$ cat src/rtl/beta_if_stage_pkg.sv
`default_nettype none
// ============================================================================
// Module      : beta_if_stage_pkg
// Description : Shared constants and types for the beta prefetching
//               instruction fetch stage.
// Revision    : 1.0 - initial release
// ============================================================================
package beta_if_stage_pkg;

    // Size of one instruction word in bytes; also the sequential PC step.
    localparam int unsigned INSTR_BYTES = 4;

    // Fetch PC used after reset when the instantiating level does not override it.
    localparam logic [31:0] BOOT_ADDR_DEFAULT = 32'h0000_0000;

    // Address/instruction width of the default build.
    localparam int unsigned XLEN_DEFAULT = 32;

    // One prefetch FIFO entry of the default build: instruction word and its PC.
    // The stage re-declares the same layout at its own DataWidth.
    typedef struct packed {
        logic [XLEN_DEFAULT-1:0] instr;
        logic [XLEN_DEFAULT-1:0] pc;
    } if_fifo_entry_t;

    // Counter width able to hold the values 0..depth inclusive.
    function automatic int unsigned occ_width(input int unsigned depth);
        return $clog2(depth + 1);
    endfunction

endpackage
`default_nettype wire

$ cat src/rtl/beta_prefetch_fifo.sv
`default_nettype none
// ============================================================================
// Module      : beta_prefetch_fifo
// Description : Synchronous shifting FIFO. Entry 0 is always the head, so the
//               head data comes straight out of a register. Flush empties the
//               FIFO and wins over push and pop.
// Revision    : 1.0 - initial release
// ============================================================================
module beta_prefetch_fifo
    import beta_if_stage_pkg::*;
#(
    parameter int unsigned Width = 64,
    parameter int unsigned Depth = 4
) (
    input  logic                           clk_i,
    input  logic                           rstn_i,
    input  logic                           push_i,
    input  logic                           pop_i,
    input  logic                           flush_i,
    input  logic [Width-1:0]               data_i,
    output logic [Width-1:0]               head_o,
    output logic                           full_o,
    output logic                           empty_o,
    output logic [$clog2(Depth+1)-1:0]     count_o
);

    localparam int unsigned c_CNT_W = occ_width(Depth);
    localparam int          c_DEPTH = int'(Depth);

    logic [Width-1:0]   r_mem [Depth];
    logic [Width-1:0]   w_shift [Depth];
    logic [c_CNT_W-1:0] r_count;
    logic [c_CNT_W-1:0] w_wr_idx;
    logic               w_full;
    logic               w_empty;
    logic               w_do_pop;
    logic               w_do_push;

    assign w_empty   = (r_count == '0);
    assign w_full    = (r_count == c_CNT_W'(Depth));
    assign w_do_pop  = pop_i && !w_empty;
    // A full FIFO can still take a push when the head leaves in the same cycle.
    assign w_do_push = push_i && (!w_full || w_do_pop);
    // The new entry lands just above the last valid entry after any shift.
    assign w_wr_idx  = w_do_pop ? (r_count - c_CNT_W'(1)) : r_count;

    // Value each entry takes when the FIFO shifts towards the head.
    always_comb begin
        for (int i = 0; i < c_DEPTH; i++) begin
            w_shift[i] = r_mem[i];
        end
        for (int i = 0; i < c_DEPTH - 1; i++) begin
            w_shift[i] = r_mem[i + 1];
        end
    end

    // Entry storage: write the pushed word, otherwise shift on pop.
    always_ff @(posedge clk_i or negedge rstn_i) begin
        if (!rstn_i) begin
            for (int i = 0; i < c_DEPTH; i++) begin
                r_mem[i] <= '0;
            end
        end else if (!flush_i) begin
            for (int i = 0; i < c_DEPTH; i++) begin
                if (w_do_push && (w_wr_idx == c_CNT_W'(i))) begin
                    r_mem[i] <= data_i;
                end else if (w_do_pop) begin
                    r_mem[i] <= w_shift[i];
                end
            end
        end
    end

    // Occupancy: flush clears it, push and pop together leave it unchanged.
    always_ff @(posedge clk_i or negedge rstn_i) begin
        if (!rstn_i) begin
            r_count <= '0;
        end else if (flush_i) begin
            r_count <= '0;
        end else if (w_do_push && !w_do_pop) begin
            r_count <= r_count + c_CNT_W'(1);
        end else if (!w_do_push && w_do_pop) begin
            r_count <= r_count - c_CNT_W'(1);
        end
    end

    // The producer's credit scheme must never push into a full FIFO.
    a_no_push_when_full : assert property (
        @(posedge clk_i) disable iff (!rstn_i) !(push_i && !flush_i && w_full)
    );

    assign head_o  = r_mem[0];
    assign full_o  = w_full;
    assign empty_o = w_empty;
    assign count_o = r_count;

endmodule
`default_nettype wire

$ cat src/rtl/beta_if_prefetch_stage.sv
`default_nettype none
// ============================================================================
// Module      : beta_if_prefetch_stage
// Description : Prefetching instruction fetch stage. Issues sequential word
//               fetches with up to FifoDepth requests in flight, buffers the
//               returned instructions with their PCs, and flushes buffered and
//               in-flight instructions on a redirect.
// Revision    : 1.0 - initial release
// ============================================================================
module beta_if_prefetch_stage
    import beta_if_stage_pkg::*;
#(
    parameter int unsigned          DataWidth = 32,
    parameter int unsigned          FifoDepth = 4,
    parameter logic [DataWidth-1:0] BootAddr  = DataWidth'(BOOT_ADDR_DEFAULT)
) (
    input  logic                            clk_i,
    input  logic                            rstn_i,
    input  logic                            if_fetch_en_i,
    output logic                            if_instr_req_o,
    output logic [DataWidth-1:0]            if_instr_addr_o,
    input  logic                            if_instr_ready_i,
    input  logic                            if_instr_valid_i,
    input  logic [DataWidth-1:0]            if_instr_rdata_i,
    input  logic                            if_redirect_i,
    input  logic [DataWidth-1:0]            if_redirect_pc_i,
    output logic                            if_new_instr_o,
    output logic [DataWidth-1:0]            if_instr_o,
    output logic [DataWidth-1:0]            if_curr_pc_o,
    input  logic                            if_id_ready_i,
    output logic [$clog2(FifoDepth+1)-1:0]  if_fifo_count_o,
    output logic                            if_stage_busy_o
);

    localparam int unsigned          c_CNT_W      = occ_width(FifoDepth);
    localparam int unsigned          c_SUM_W      = c_CNT_W + 1;
    localparam logic [DataWidth-1:0] c_PC_STEP    = DataWidth'(INSTR_BYTES);
    localparam logic [DataWidth-1:0] c_ALIGN_MASK = ~DataWidth'(INSTR_BYTES - 1);

    // FIFO entry at this instance's width.
    typedef struct packed {
        logic [DataWidth-1:0] instr;
        logic [DataWidth-1:0] pc;
    } stage_entry_t;

    logic [DataWidth-1:0] r_fetch_pc;
    logic [DataWidth-1:0] r_resp_pc;
    logic [c_CNT_W-1:0]   r_outstanding;
    logic [c_CNT_W-1:0]   r_discard;

    logic [c_CNT_W-1:0]   w_fifo_count;
    logic                 w_fifo_full;
    logic                 w_fifo_empty;
    logic                 w_fifo_push;
    logic                 w_fifo_pop;
    stage_entry_t         w_push_entry;
    stage_entry_t         w_head_entry;

    logic [c_SUM_W-1:0]   w_inflight;
    logic                 w_req;
    logic                 w_issue;
    logic                 w_resp;
    logic                 w_keep;
    logic [DataWidth-1:0] w_redirect_pc;

    // Buffered plus in-flight instructions; a new request needs a free slot
    // for its eventual response so a push can never find the FIFO full.
    assign w_inflight = c_SUM_W'(w_fifo_count) + c_SUM_W'(r_outstanding);

    // Request is held low in reset and in the redirect cycle.
    assign w_req = rstn_i && if_fetch_en_i && !if_redirect_i && !w_fifo_full
                   && (w_inflight < c_SUM_W'(FifoDepth));
    assign w_issue = w_req && if_instr_ready_i;

    // A response with nothing outstanding is not expected; ignore it.
    assign w_resp = if_instr_valid_i && (r_outstanding != '0);

    // Keep a response only when no stale responses remain and no redirect
    // is flushing the stage this cycle.
    assign w_keep = w_resp && !if_redirect_i && (r_discard == '0);

    assign w_redirect_pc = if_redirect_pc_i & c_ALIGN_MASK;

    assign w_fifo_push        = w_keep;
    assign w_fifo_pop         = !w_fifo_empty && if_id_ready_i && !if_redirect_i;
    assign w_push_entry.instr = if_instr_rdata_i;
    assign w_push_entry.pc    = r_resp_pc;

    beta_prefetch_fifo #(
        .Width ($bits(stage_entry_t)),
        .Depth (FifoDepth)
    ) u_prefetch_fifo (
        .clk_i   (clk_i),
        .rstn_i  (rstn_i),
        .push_i  (w_fifo_push),
        .pop_i   (w_fifo_pop),
        .flush_i (if_redirect_i),
        .data_i  (w_push_entry),
        .head_o  (w_head_entry),
        .full_o  (w_fifo_full),
        .empty_o (w_fifo_empty),
        .count_o (w_fifo_count)
    );

    // Next request address: restart at the redirect PC, else step on acceptance.
    always_ff @(posedge clk_i or negedge rstn_i) begin
        if (!rstn_i) begin
            r_fetch_pc <= BootAddr;
        end else if (if_redirect_i) begin
            r_fetch_pc <= w_redirect_pc;
        end else if (w_issue) begin
            r_fetch_pc <= r_fetch_pc + c_PC_STEP;
        end
    end

    // PC tagged onto the next kept response; follows the same sequence as
    // the requests but only advances when data is actually buffered.
    always_ff @(posedge clk_i or negedge rstn_i) begin
        if (!rstn_i) begin
            r_resp_pc <= BootAddr;
        end else if (if_redirect_i) begin
            r_resp_pc <= w_redirect_pc;
        end else if (w_keep) begin
            r_resp_pc <= r_resp_pc + c_PC_STEP;
        end
    end

    // Accepted requests still waiting for their response, stale ones included.
    always_ff @(posedge clk_i or negedge rstn_i) begin
        if (!rstn_i) begin
            r_outstanding <= '0;
        end else if (w_issue && !w_resp) begin
            r_outstanding <= r_outstanding + c_CNT_W'(1);
        end else if (!w_issue && w_resp) begin
            r_outstanding <= r_outstanding - c_CNT_W'(1);
        end
    end

    // Stale responses to drop: everything in flight at a redirect, minus the
    // response that arrives (and is dropped) in the redirect cycle itself.
    always_ff @(posedge clk_i or negedge rstn_i) begin
        if (!rstn_i) begin
            r_discard <= '0;
        end else if (if_redirect_i) begin
            r_discard <= r_outstanding - (w_resp ? c_CNT_W'(1) : c_CNT_W'(0));
        end else if (w_resp && (r_discard != '0)) begin
            r_discard <= r_discard - c_CNT_W'(1);
        end
    end

    assign if_instr_req_o  = w_req;
    assign if_instr_addr_o = r_fetch_pc;
    assign if_new_instr_o  = !w_fifo_empty;
    assign if_instr_o      = w_head_entry.instr;
    assign if_curr_pc_o    = w_head_entry.pc;
    assign if_fifo_count_o = w_fifo_count;
    assign if_stage_busy_o = (r_outstanding != '0);

endmodule
`default_nettype wire

$ cat config.mk
export PLATFORM = sky130hd
export DESIGN_NAME = beta_if_prefetch_stage
export DESIGN_NICKNAME = d
export VERILOG_FILES = /design/src/rtl/beta_if_stage_pkg.sv /design/src/rtl/beta_prefetch_fifo.sv /design/src/rtl/beta_if_prefetch_stage.sv
export SDC_FILE = /design/constraint.sdc
export NUM_CORES = 1
export LEC_CHECK = 0
export ABC_AREA = 0
export CORE_MARGIN = 3
export CORE_UTILIZATION = 27
export CTS_BUF_LIST = sky130_fd_sc_hd__clkbuf_16
export DETAILED_ROUTE_END_ITERATION = 10
export PLACE_DENSITY = 0.52
export SETUP_SLACK_MARGIN = 0.1
export SLEW_MARGIN = 20
export SYNTH_ARGS = -nofsm -noshare
export SYNTH_HDL_FRONTEND = slang
export SYNTH_SLANG_ARGS = --single-unit
$ cat constraint.sdc
create_clock -name clk_i -period 3.9 [get_ports clk_i]
set_clock_uncertainty 0.05 [all_clocks]
set_input_delay 0.78 -clock clk_i [delete_from_list [all_inputs] [get_ports clk_i]]
set_output_delay 0.78 -clock clk_i [all_outputs]
set_load 0.01 [all_outputs]
==> out/qor.yml, run 1 <==
run_status:
  status: "finished clean"
synth:
  ys_seq_area_share_pct: 49.89
  synth_ff_type: "dfrtp_1"
  async_flop_share_pct: 100.0
  ys_top_cells_by_area: "dfrtp_1 50%, mux2i_1 12%, mux2_2 7.4%"
  synth_cells: 1527
  synth_area_um2: 15900
  synth_xor_area_share_pct: 2.423
  synth_edf_count: 0
  synth_top_family_by_area: "multiplexers"
  syn_area_per_cell_um2: 10.41
  yosys_warnings: 0
  synth.area.mux_share_pct: 19.26
  synth_top_area_share_pct: 49.89
  synthAdderAreaFrac_pct: 1.133
  synth-compound-area-share_pct: 7.774
  synth_cell_type_count: 62
  synthSimpleGateAreaFrac_pct: 12.98
  synth-seq-cells: 317
  synth_area_leader_cell: "dfrtp_1"
final_layout:
  final_common_cell: "dfrtp_1"
  drive_above_1_share_pct: 12.18
  final_cell_mix: "317 x dfrtp_1, 189 x mux2i_1, 164 x clkdlybuf4s50_1"
  area_growth_pct: 20.32
  diodes: 0
  fin_cells: 2390
  finalInstanceArea_um2: 19130
  final_nets: 1681
drt:
  drtIter0Drc: 552
  viasPerCell: 4.700
  drt_wl_total_um: 41430
  routedWlPerCell_um: 17.33
  first_pass_iters: 5
  ant_nets: 0
  drc: 0
  vias: 11230
clocking:
  holdBufCountCts: 0
  insertion_delay_ns: 0.56
  numCtsBuffers: 39
  cts.clk_slew.worst_paths_ns: 0.06
  cts_tree: "done"
  cts_root_buf: "clkbuf_16"
  cts_setup_buffers: 0
  clkSinkCount: 317
  h-tree-depth: 2
  cts.path.max_buffers: 3
  cts-resized-gates: 0
place:
  placed_cells: 2321
  port-buffer-count: 166
  gp_congestion: 0.8110
  hpwl_um: 26360
  placed_area_um2: 17940
global_routing:
  grt_pass1_vias: 11340
  grt_use_total_pct: 13.22
  grt_antenna_before_repair: 0
  grt_pass1_wl_um: 65670
  grt_max_degree: 166
  grt-ovfl-total: 0
timing:
  slew_headroom_pct: 28.87
  hold_viol: 0
  tightest_slew_ns: 1.067
  post-route-period-util_pct: 89.79
  rsz0062_at_grt: "false"
  finalCriticalPeriod_ns: 3.502
  slew_violations: 0
  setup_violations: 0
  totalNegativeSetupSlack_ns: 0
  fmax_mhz: 285.6
critical_path:
  worst_r2r_path_depth: 8
  reg2reg_from: "u_prefetch_fifo.count_o[1]$_DFFE_PN0P_"
  worstReg2RegEnd: "u_prefetch_fifo.r_mem[135]$_DFFE_PN0P_"
  path_max_fanout: 8
  critical_path_class: "register to primary output"
  end_kind: "primary output"
  crit_required_ns: 3.07
  cp.arrival_ns: 2.67
  ff2ff_setup_slack_ns: 0.87
  setup.worst_path.start_class: "register"
run:
  drv_cap: 0
pwr:
  peakVddDrop_mv: 0.3111
  power_leakage_uw: 0.009615
  p_per_area_nw_per_um2: 615.3
min_path:
  worstHoldPathType: "input port to asynchronous set/reset pin"
floorplanning:
  coreArea_um2: 58030
  die_x_um: 248.7
  die_y_um: 248.7
  num_rows: 88
  ioPinCount: 173
  initial_core_util_pct: 27.40
  fp.dieArea_um2: 61840
[sequential cells by signal, summed over array words and instances (netlist names)]
| signal | count |
|---|---|
| r_resp_pc | 30 |
| u_prefetch_fifo.count_o | 3 |
| r_outstanding | 3 |
| r_discard | 3 |
| if_instr_addr_o | 30 |
| u_prefetch_fifo.head_o | 62 |
| u_prefetch_fifo.r_mem | 186 |
[worst max path at each step]
| stage | to | slack [ns] | depth (start not counted) | from |
|---|---|---|---|---|
| 2_1_floorplan | r_outstanding[2]$_DFFE_PN0P_ | 0.93 | 12 | if_redirect_i |
| 3_3_place_gp | u_prefetch_fifo.r_mem[61]$_DFFE_PN0P_ | 0.39 | 6 | if_id_ready_i |
| 3_5_place_dp | u_prefetch_fifo.r_mem[10]$_DFFE_PN0P_ | 0.34 | 6 | if_id_ready_i |
| 4_1_cts | if_instr_req_o | 0.37 | 5 | u_prefetch_fifo.count_o[2]$_DFFE_PN0P_ |
| 5_1_grt | if_instr_req_o | 0.31 | 5 | u_prefetch_fifo.count_o[2]$_DFFE_PN0P_ |
| 6_report | if_instr_req_o | 0.40 | 5 | u_prefetch_fifo.count_o[2]$_DFFE_PN0P_ |
[cell type report]
| type | count | area [um2] |
|---|---|---|
| fillers | 5911 | 38890 |
| flip-flops and latches | 317 | 7933 |
| multi-input cells | 1023 | 6977 |
| repair buffers | 195 | 1994 |
| clock buffers | 40 | 1001 |
| well taps | 765 | 957.2 |
| clock inverters | 29 | 191.4 |
| inverters | 21 | 78.83 |
[routing by layer]
metal	up-vias	GRT usage, %	part of all wire [%]	wire length, um
met4	0	3.085	1.7	698
met1	5559	17.94	47	19300
met2	239	21.43	47	19340
met5	-	0	0	0
li1	5391	-	-	-
met3	44	3.054	5.0	2091
[through the flow]
step / power, uW / setup WS (ns) / utilization [%] / hold WS (ns)
finish: 11770 / 0.3982 / 32.97 / 0.05203
global placement: 8329 / 0.3928 / 30.92 / 0.4358
CTS: 11980 / 0.3731 / 32.97 / 0.02307
floorplan: 7365 / 0.9275 / - / 0.4286
global route: 12540 / 0.3117 / 32.97 / 0.03006
detailed placement: 8477 / 0.3377 / 30.92 / 0.4420
[synth_stat cells, drive strengths merged, types with 3 or more instances]
cell type	instances
dfrtp	317
mux2i	189
nor2	162
nand2	150
a21oi	134
buf	115
mux2	104
clkbuf	53
o21ai	36
nor3	32
nand4	28
xor2	23
nand3	22
xnor2	21
inv	19
ha	12
o211ai	12
and3	11
nor4	10
and4	9
o311ai	8
a21boi	7
or3	6
and2	5
nand2b	5
a311oi	3
nand4b	3
or4	3
[worst max-delay path, stage by stage, from the launching register on]
cell,delay [ns]
dfrtp_1,0.48
ha_1,0.33
nor4b_1,0.36
and4b_1,0.28
and2_1,0.13
clkdlybuf4s50_1,0.55
[kinds of logic after synthesis]
| group | after synthesis |
|---|---|
| compound gates | 216 |
| flops | 317 |
| simple gates | 452 |
| buf+inv | 190 |
| mux | 293 |
| xor+xnor | 44 |
| other cells | 1 |
| fa+ha+maj | 14 |
[where the power goes]
group	total [uW]	switching, uW	internal (uW)
registers	5100	715	4380
clock network	3420	1430	1990
logic	3250	1490	1770
Note: power is estimated with default switching activity, not from simulation.
==> run 2: changes to the inputs <==
--- a/config.mk
+++ b/config.mk
@@ -7,10 +7,10 @@
 export LEC_CHECK = 0
 export ABC_AREA = 0
 export CORE_MARGIN = 3
-export CORE_UTILIZATION = 27
+export CORE_UTILIZATION = 40
 export CTS_BUF_LIST = sky130_fd_sc_hd__clkbuf_16
 export DETAILED_ROUTE_END_ITERATION = 10
-export PLACE_DENSITY = 0.52
+export PLACE_DENSITY = 0.68
 export SETUP_SLACK_MARGIN = 0.1
 export SLEW_MARGIN = 20
 export SYNTH_ARGS = -nofsm -noshare
==> run 2 against run 1 <==
Die area decreased by 32%. Flip-flop and latch count unchanged. Combinational power about the same. Routed wire length decreased by 10%. Hold slack improved by 0.010 ns. Setup slack improved by 0.059 ns. Final cell count decreased by 11%. Largest power group unchanged. Critical path depth unchanged. Total power decreased by 2.2%. Register-to-register slack improved by 0.07 ns. Critical path type unchanged. Global-route usage increased by 4.5 points. Largest cell class unchanged. Final area decreased by 2.2%.
==> out/qor.yml, run 2 (synthesis gave the netlist of run 1 again) <==
global_routing:
  grt_use_total_pct: 17.72
  grt_pass1_wl_um: 61070
  grt_pass1_vias: 11440
  grt_max_degree: 133
  grt_antenna_before_repair: 0
  grt-ovfl-total: 0
critical_path:
  critical_path_class: "register to primary output"
  reg2reg_from: "u_prefetch_fifo.count_o[0]$_DFFE_PN0P_"
  crit_family: "simple AND/OR/NAND/NOR gates"
  critical-path-max-stage-delay_ns: 0.53
  startpoint: "u_prefetch_fifo.count_o[2]$_DFFE_PN0P_"
  end_kind: "primary output"
  slowest_stage: "clkdlybuf4s50_1"
  path_max_fanout: 8
  crit_buf_inv: 1
  setup.worst_path.start_class: "register"
  crit_chain: "ha_1, nor4b_1, and4b_1, and2_1, clkdlybuf4s50_1"
  crit_required_ns: 3.07
  cp.arrival_ns: 2.61
drt:
  viasPerCell: 5.279
  routedWlPerCell_um: 17.35
  drt_wl_total_um: 37100
  vias: 11290
  drtIter0Drc: 644
  first_pass_iters: 5
  drc: 0
  ant_nets: 0
final_layout:
  finalInstanceArea_um2: 18720
  final_nets: 1677
  final_common_cell: "dfrtp_1"
  diodes: 0
  utilization_pct: 48.09
  final_cell_mix: "317 x dfrtp_1, 189 x mux2i_1, 164 x clkdlybuf4s50_1"
  drive_above_1_share_pct: 11.97
  top_register: "u_prefetch_fifo.r_mem"
  area_growth_pct: 17.70
  largest_register_ffs: 186
floorplanning:
  num_rows: 72
  coreArea_um2: 38920
  ioPinCount: 173
  fp.dieArea_um2: 42180
  initial_core_util_pct: 40.86
  die_x_um: 205.4
  die_y_um: 205.4
timing:
  fmax_mhz: 290.5
  slew_headroom_pct: 32.99
  tightest_slew_ns: 1.005
  slew_violations: 0
  totalNegativeSetupSlack_ns: 0
  post-route-period-util_pct: 88.28
  setup_violations: 0
  hold_viol: 0
  rsz0062_at_grt: "false"
  finalCriticalPeriod_ns: 3.443
pwr:
  power_leakage_uw: 0.009569
  peakVddDrop_mv: 0.3011
  p_per_area_nw_per_um2: 615.0
clocking:
  cts_root_buf: "clkbuf_16"
  cts_setup_buffers: 0
  holdBufCountCts: 0
  h-tree-depth: 2
  cts-resized-gates: 0
  clkSinkCount: 317
  cts.clk_slew.worst_paths_ns: 0.06
  numCtsBuffers: 36
  cts.path.max_buffers: 3
  insertion_delay_ns: 0.52
  cts_tree: "done"
run_status:
  status: "finished clean"
place:
  placed_area_um2: 17610
  gp_congestion: 0.8772
  hpwl_um: 23930
  port-buffer-count: 166
min_path:
  worstHoldPathType: "input port to asynchronous set/reset pin"
run:
  drv_cap: 0
run 2: stage by stage:
step | hold slack, ns | worst slack (ns) | total power [uW] | cells
2_1_floorplan | 0.4286 | 0.9275 | 7365 | 1530
6_report | 0.06207 | 0.4571 | 11510 | 2139
3_3_place_gp | 0.4356 | 0.4631 | 8239 | 2073
3_5_place_dp | 0.4414 | 0.4246 | 8412 | 2073
5_1_grt | 0.06627 | 0.2546 | 12260 | 2139
4_1_cts | 0.06184 | 0.4596 | 11660 | 2139
run 2: routing by layer:
| layer | up-vias | wire length (um) | part of all wire (%) | track usage, % |
|---|---|---|---|---|
| li1 | 5402 | - | - | - |
| met1 | 5513 | 17060 | 46 | 24.85 |
| met2 | 319 | 17080 | 46 | 28.32 |
| met3 | 58 | 2250 | 6.1 | 3.512 |
| met4 | 0 | 707 | 1.9 | 4.418 |
| met5 | - | 0 | 0 | 0 |
run 2: final timing paths:
| check | end | slack (ns) | depth (start not counted) |
|---|---|---|---|
| max | if_instr_req_o | 0.46 | 5 |
| min | u_prefetch_fifo.r_mem[58]$_DFFE_PN0P_ | 0.06 | 1 |
| max reg2reg | u_prefetch_fifo.r_mem[181]$_DFFE_PN0P_ | 0.94 | 9 |
| min reg2reg | u_prefetch_fifo.r_mem[30]$_DFFE_PN0P_ | 0.45 | 1 |
| max in group asynchronous | r_resp_pc[4]$_DFFE_PN0N_ | 1.93 | 3 |
| min in group clk_i | u_prefetch_fifo.r_mem[30]$_DFFE_PN0P_ | 0.45 | 1 |
run 2: power breakdown:
group / internal (uW) / switching (uW) / total (uW)
Combinational: 1760 / 1460 / 3220
Sequential: 4380 / 715 / 5100
Clock: 1850 / 1340 / 3190
Total: 8000 / 3510 / 11500
run 2: layout make-up:
class	count	area (um2)
well taps	518	648.1
clock buffers	37	925.9
flip-flops and latches	317	7933
inverters	21	78.83
multi-input cells	1023	6975
repair buffers	194	1974
fillers	3581	20200
clock inverters	29	181.4
